[src/rtl/button_reset_conditioner_pkg.sv]
// Shared definitions for the push-button conditioners.
// Holds the FSM state encoding, the default timing constants (50 MHz clock)
// and a helper that sizes counters from a cycle count.
package button_reset_conditioner_pkg;

    typedef logic [2:0] btn_state_t;

    localparam btn_state_t ST_IDLE       = 3'd0;
    localparam btn_state_t ST_PRESS_DB   = 3'd1;
    localparam btn_state_t ST_PRESSED    = 3'd2;
    localparam btn_state_t ST_LONG_HELD  = 3'd3;
    localparam btn_state_t ST_RELEASE_DB = 3'd4;

    // 20 ms and 3 s at 50 MHz.
    localparam int unsigned DEFAULT_DEBOUNCE_CYCLES   = 1_000_000;
    localparam int unsigned DEFAULT_LONG_PRESS_CYCLES = 150_000_000;

    // Counter width for a count of n cycles; never narrower than one bit.
    function automatic int unsigned cnt_width(input int unsigned n);
        return (n > 1) ? $clog2(n) : 1;
    endfunction

endpackage

[src/rtl/button_reset_conditioner_debounce_core.sv]
// btn_debounce_core: two-flop synchronizer for the raw button pin, polarity
// normalization, and the debounce counter used by the conditioner FSM.
//
// Ports:
//   clk        system clock
//   rst        synchronous active-low reset
//   btn_raw    asynchronous raw button pin
//   cnt_clr_i  clear the debounce counter this cycle
//   btn_s_o    synchronized button, 1 = pressed
//   cnt_done_o debounce counter has reached DEBOUNCE_CYCLES-1
module btn_debounce_core
    import button_reset_conditioner_pkg::*;
#(
    parameter int unsigned DEBOUNCE_CYCLES = DEFAULT_DEBOUNCE_CYCLES,
    parameter bit          BTN_ACTIVE_LOW  = 1'b1
) (
    input  logic clk,
    input  logic rst,
    input  logic btn_raw,
    input  logic cnt_clr_i,
    output logic btn_s_o,
    output logic cnt_done_o
);

    localparam int unsigned      CNT_W    = cnt_width(DEBOUNCE_CYCLES);
    localparam logic [CNT_W-1:0] CNT_LAST = CNT_W'(DEBOUNCE_CYCLES - 1);
    // Raw pin level while the button is not pressed.
    localparam logic             RAW_IDLE = BTN_ACTIVE_LOW;

    logic             sync1_q;
    logic             sync2_q;
    logic [CNT_W-1:0] cnt_q;
    logic [CNT_W-1:0] cnt_d;

    always_comb begin
        cnt_d = cnt_q;
        if (cnt_clr_i) begin
            cnt_d = '0;
        end else if (cnt_q != CNT_LAST) begin
            // Saturate at the terminal count so a long stable period never wraps.
            cnt_d = cnt_q + CNT_W'(1);
        end
    end

    always_ff @(posedge clk) begin
        if (!rst) begin
            sync1_q <= RAW_IDLE;
            sync2_q <= RAW_IDLE;
            cnt_q   <= '0;
        end else begin
            sync1_q <= btn_raw;
            sync2_q <= sync1_q;
            cnt_q   <= cnt_d;
        end
    end

    assign btn_s_o    = sync2_q ^ BTN_ACTIVE_LOW;
    assign cnt_done_o = (cnt_q == CNT_LAST);

endmodule

[src/rtl/button_reset_conditioner.sv]
// button_reset_conditioner: debounces a push button and classifies presses.
// A press or release is accepted once the synchronized input has been stable
// for DEBOUNCE_CYCLES; a press held for LONG_PRESS_CYCLES raises long_press.
//
// Ports:
//   clk           system clock (50 MHz)
//   rst           synchronous active-low reset
//   btn_raw       asynchronous raw button pin
//   btn_level     debounced level, 1 = pressed (buzzer tone enable)
//   press_pulse   one cycle when a press is accepted
//   release_pulse one cycle when a release is accepted
//   long_press    one cycle when the hold time is reached
//   hold_active   high from long_press until the release is accepted
//   fsm_state_o   current FSM state (debug)
module button_reset_conditioner
    import button_reset_conditioner_pkg::*;
#(
    parameter int unsigned DEBOUNCE_CYCLES   = DEFAULT_DEBOUNCE_CYCLES,
    parameter int unsigned LONG_PRESS_CYCLES = DEFAULT_LONG_PRESS_CYCLES,
    parameter bit          BTN_ACTIVE_LOW    = 1'b1
) (
    input  logic       clk,
    input  logic       rst,
    input  logic       btn_raw,
    output logic       btn_level,
    output logic       press_pulse,
    output logic       release_pulse,
    output logic       long_press,
    output logic       hold_active,
    output logic [2:0] fsm_state_o
);

    localparam int unsigned       HOLD_W    = cnt_width(LONG_PRESS_CYCLES);
    // The debounce time already counts toward the hold, so PRESSED only
    // needs to cover the remainder.
    localparam logic [HOLD_W-1:0] HOLD_LAST = HOLD_W'(LONG_PRESS_CYCLES - DEBOUNCE_CYCLES - 1);

    logic              btn_s;
    logic              cnt_done;
    logic              cnt_clr;

    btn_state_t        state_q,   state_d;
    logic [HOLD_W-1:0] hold_q,    hold_d;
    logic              level_q,   level_d;
    logic              press_q,   press_d;
    logic              release_q, release_d;
    logic              long_q,    long_d;
    logic              hact_q,    hact_d;

    btn_debounce_core #(
        .DEBOUNCE_CYCLES (DEBOUNCE_CYCLES),
        .BTN_ACTIVE_LOW  (BTN_ACTIVE_LOW)
    ) u_core (
        .clk        (clk),
        .rst        (rst),
        .btn_raw    (btn_raw),
        .cnt_clr_i  (cnt_clr),
        .btn_s_o    (btn_s),
        .cnt_done_o (cnt_done)
    );

    always_comb begin
        state_d   = state_q;
        hold_d    = hold_q;
        level_d   = level_q;
        hact_d    = hact_q;
        press_d   = 1'b0;
        release_d = 1'b0;
        long_d    = 1'b0;
        cnt_clr   = 1'b0;

        case (state_q)
            ST_IDLE: begin
                if (btn_s) begin
                    state_d = ST_PRESS_DB;
                    cnt_clr = 1'b1;
                end
            end
            ST_PRESS_DB: begin
                if (!btn_s) begin
                    state_d = ST_IDLE;
                end else if (cnt_done) begin
                    state_d = ST_PRESSED;
                    press_d = 1'b1;
                    level_d = 1'b1;
                    hold_d  = '0;
                end
            end
            ST_PRESSED: begin
                if (hold_q != HOLD_LAST) begin
                    hold_d = hold_q + HOLD_W'(1);
                end
                if (!btn_s) begin
                    state_d = ST_RELEASE_DB;
                    cnt_clr = 1'b1;
                end else if (hold_q == HOLD_LAST) begin
                    state_d = ST_LONG_HELD;
                    long_d  = 1'b1;
                    hact_d  = 1'b1;
                end
            end
            ST_LONG_HELD: begin
                if (!btn_s) begin
                    state_d = ST_RELEASE_DB;
                    cnt_clr = 1'b1;
                end
            end
            ST_RELEASE_DB: begin
                // Keep timing the hold through a bounce so a brief glitch does
                // not push the long press out.
                if (hold_q != HOLD_LAST) begin
                    hold_d = hold_q + HOLD_W'(1);
                end
                if (btn_s) begin
                    // hold_active remembers whether the long press already fired.
                    state_d = hact_q ? ST_LONG_HELD : ST_PRESSED;
                end else if (cnt_done) begin
                    state_d   = ST_IDLE;
                    release_d = 1'b1;
                    level_d   = 1'b0;
                    hact_d    = 1'b0;
                end
            end
            default: begin
                state_d = ST_IDLE;
                level_d = 1'b0;
                hact_d  = 1'b0;
            end
        endcase
    end

    always_ff @(posedge clk) begin
        if (!rst) begin
            state_q   <= ST_IDLE;
            hold_q    <= '0;
            level_q   <= 1'b0;
            press_q   <= 1'b0;
            release_q <= 1'b0;
            long_q    <= 1'b0;
            hact_q    <= 1'b0;
        end else begin
            state_q   <= state_d;
            hold_q    <= hold_d;
            level_q   <= level_d;
            press_q   <= press_d;
            release_q <= release_d;
            long_q    <= long_d;
            hact_q    <= hact_d;
        end
    end

    assign btn_level     = level_q;
    assign press_pulse   = press_q;
    assign release_pulse = release_q;
    assign long_press    = long_q;
    assign hold_active   = hact_q;
    assign fsm_state_o   = state_q;

endmodule

[config.mk]
export PLATFORM = sky130hd
export DESIGN_NAME = button_reset_conditioner
export DESIGN_NICKNAME = d
export VERILOG_FILES = /design/src/rtl/button_reset_conditioner_pkg.sv /design/src/rtl/button_reset_conditioner_debounce_core.sv /design/src/rtl/button_reset_conditioner.sv
export SDC_FILE = /design/constraint.sdc
export NUM_CORES = 1
export LEC_CHECK = 0
export BUFFER_PORTS_ARGS = -buffer_cell sky130_fd_sc_hd__buf_2
export CAP_MARGIN = 15
export CORE_UTILIZATION = 61
export DETAILED_ROUTE_END_ITERATION = 10
export HOLD_SLACK_MARGIN = 0.03
export PLACE_DENSITY = 0.79
export SETUP_SLACK_MARGIN = 0.15
export SLEW_MARGIN = 5
export SYNTH_ARGS = -nofsm -noshare
export SYNTH_HDL_FRONTEND = slang
export SYNTH_HIERARCHICAL = 1
export SYNTH_SLANG_ARGS = --single-unit
[constraint.sdc]
create_clock -name clk -period 3.55 [get_ports clk]
set_clock_uncertainty 0.15 [all_clocks]
set_input_delay 0.71 -clock clk [delete_from_list [all_inputs] [get_ports clk]]
set_output_delay 0.71 -clock clk [all_outputs]
set_load 0.005 [all_outputs]
==> results.toml <==
[run_status]
status = "finished with violations"
violations = "DRC"

[grt]
grt_usage_pct = 26.7
grt_antenna_before_repair = 0
grt_pass1_wl_um = 10600
grt_pass1_vias = 2333
grt_max_degree = 18
grt_overflow = 0

[power_and_ir_drop]
power.leakage_nw = 1.11
p_sw_share_pct = 23.2
switchingPower_w = 0.000288
ir_drop_uv = 320
power_density_nw_per_um2 = 392
p_int_w = 0.000954
clockPowerShare_pct = 43.1
p_comb_share_pct = 3.4
power_frac_seq_pct = 53.6

[synthesis]
synthTopCellsByArea = "dfxtp_1 40%, nand2_1 4.4%, xor2_1 4.2%"
synth_cell_types = 49
yosysSeqAreaShare_pct = 39.8
synth_edf_count = 0
synthFlopType = "dfxtp_1"
synth_top_cell_area_share_pct = 39.8
syn_area_per_cell_um2 = 8.58
async_flop_share_pct = 0
synth_nets = 345
synth_top_area_cell = "dfxtp_1"
ys_ff_latch = 58
synth_cells = 340
synth_area_um2 = 2920
ys.warnings.count = 6

[clocking]
post-cts-setup-buffer-count = 0
cts_tree = "yes"
insertion_delay_ns = 0.34
cts_buffers = 9
path_clk_slew_ns = 0.06
clockBufferDepth = 2
htreeDepth = 3
numClockSinks = 58
clock_tree.root_cell = "clkbuf_8"
hold_buffers = 0
post_cts_resized = 0

[cells_and_area]
final_nets = 355
diodes = 0
area_growth_pct = 8.45
utilization_pct = 70.7
multi_input_area_um2 = 1650
regMostFlops = "hold_q"
num-fill-cells = 373
regArea_um2 = 1160
drive_above_1_share_pct = 12.7
largest_register_ffs = 28

[drt]
wl_per_cell_um = 15.2
num_vias = 2587
drt_iter0_markers = 172
viasPerCell = 6.37
ant_nets = 0
drt_wl_total_um = 6180
route.detailed.drc = 1
first_pass_iters = 7

[floorplan]
rows = 24
core_area_um2 = 4470
die_w_um = 71.2
ios = 11
start_util_pct = 65.2
dieArea_um2 = 5060
die_y_um = 71.2

[timing]
maxSlewHeadroom_pct = 52.3
finalMaxSlewViolations = 0
min_period_over_period_pct = 89.0
hold_viol = 0
fmax_ghz = 0.317
finalSetupViolCount = 0
worst_pin_slew_ns = 0.710
fin_setup_tns_ns = 0
fin_crit_ns = 3.16
rsz0062_at_grt = "false"
hold_ws_ns = 0.275

[worst_setup_path]
cp_max_fo = 10
critPathSlowestCell = "or3_4"
worst_setup_path_end_kind = "register"
crit_chain = "and4_1, nand2_1, or3_4, clkinv_2, nand4b_1, o211ai_1, nand3_1, or3_1, a21oi_1"
cp.required_ns = 3.68
max_stage_delay_ns = 0.45
worstPathArrival_ns = 3.28
worstSetupPathType = "reg -> reg"
startpoint_type = "register"

[place]
gp_congestion = 0.860
dp_hpwl_um = 4280
portBuffers = 10

[hold_path]
hp-class = "reg -> reg"

[job]
max-cap-violations = 0
-- layout make-up --
cell class              count  area share [%]
repair buffers             15            2.77
flip-flops and latches     58            36.7
well taps                  52            2.06
inverters                   9            1.11
clock buffers              12            4.90
clock inverters             3           0.474
multi-input cells         257            52.0
-- cell usage in the layout (no fill, tap or decap), types with 2 or more instances in the layout --
master,Yosys,layout
dfxtp_1,58,58
nand2_1,34,34
nor2_1,27,27
a21oi_1,21,21
o21ai_0,16,16
xor2_1,14,14
nand4_1,13,13
nand3_1,13,13
o211ai_1,11,11
or3_1,11,11
clkbuf_8,0,11
buf_2,7,10
and3_1,8,8
inv_1,8,8
o2111ai_1,7,7
or4_1,7,7
nor3_1,6,6
a2111o_1,6,6
a31oi_1,6,6
o31ai_1,5,5
buf_4,0,5
and4_1,4,4
nor4b_1,4,4
or2_2,4,4
mux2i_1,4,4
clkinv_2,1,4
nand2b_1,4,4
nor2b_1,3,3
and2_1,3,3
xnor2_1,3,3
or3b_1,2,2
o21ai_1,2,2
a211oi_1,2,2
ha_1,2,2
a211oi_2,2,2
-- metal layers --
metal,up-vias,wire length (um),GRT usage [%]
met5,-,0,0
met1,1221,2760,31.4
met2,58,3000,45.2
met4,0,125,10.9
met3,15,285,8.12
li1,1293,-,-
-- synthesized netlist by cell type, types with 5 or more instances --
master and count:
a2111o_1 6, a21oi_1 21, a31oi_1 6, and3_1 8, buf_2 7, clkbuf_1 7, dfxtp_1 58, inv_1 8
nand2_1 34, nand3_1 13, nand4_1 13, nor2_1 27, nor3_1 6, o2111ai_1 7, o211ai_1 11, o21ai_0 16
o31ai_1 5, or3_1 11, or4_1 7, xor2_1 14
-- per-stage QoR --
step / cell area [um2] / total power, W / setup WS [ns] / std cells
6_report: 3160 / 0.00124 / 0.391 / 406
5_1_grt: 3160 / 0.00129 / 0.162 / 406
4_1_cts: 3160 / 0.00125 / 0.384 / 406
3_5_place_dp: 2990 / 0.000721 / 0.394 / 391
3_3_place_gp: 2990 / 0.000720 / 0.520 / 391
2_1_floorplan: 2920 / 0.000710 / 0.727 / 340
-- worst max-delay path, delay by kind of cell, from the launching register on --
kind	cells	cell delay (ns)
AOI/OAI and AO/OA	2	0.48
DFF	1	0.41
and+or+nand+nor	6	1.92
buffers and inverters	1	0.13
-- cells by family (layout without fill, tap and decap cells) --
logic type | after synthesis | count (layout) | synth area share [%]
DFF | 58 | 58 | 39.8
xor gates and xnor gates | 17 | 17 | 5.10
AOI/OAI and AO/OA | 83 | 83 | 19.7
muxes | 4 | 4 | 1.37
and+or+nand+nor | 151 | 151 | 29.3
buffers and inverters | 25 | 39 | 3.82
adders and majority gates | 2 | 2 | 0.857
-- power groups by stage --
stage,clock (W),sequential (W),combinational [W]
final,0.000535,0.000666,0.0000418
after global routing,0.000573,0.000666,0.0000472
after CTS,0.000546,0.000665,0.0000419
after detailed placement,0,0.000680,0.0000416
after global placement,0,0.000679,0.0000404
after floorplan,0,0.000675,0.0000345
-- path summary, 6_finish.rpt --
path	cells past startpoint	start	end	slack, ns
worst min register to register	1	u_core/sync1_q	u_core/sync2_q	0.27
worst max-delay path	9	u_core/cnt_q[2]	hold_q[23]	0.39
worst max register to register	9	u_core/cnt_q[2]	hold_q[23]	0.39
worst min-delay path	1	u_core/sync1_q	u_core/sync2_q	0.27
No activity file was read; power rests on OpenSTA's default activity.
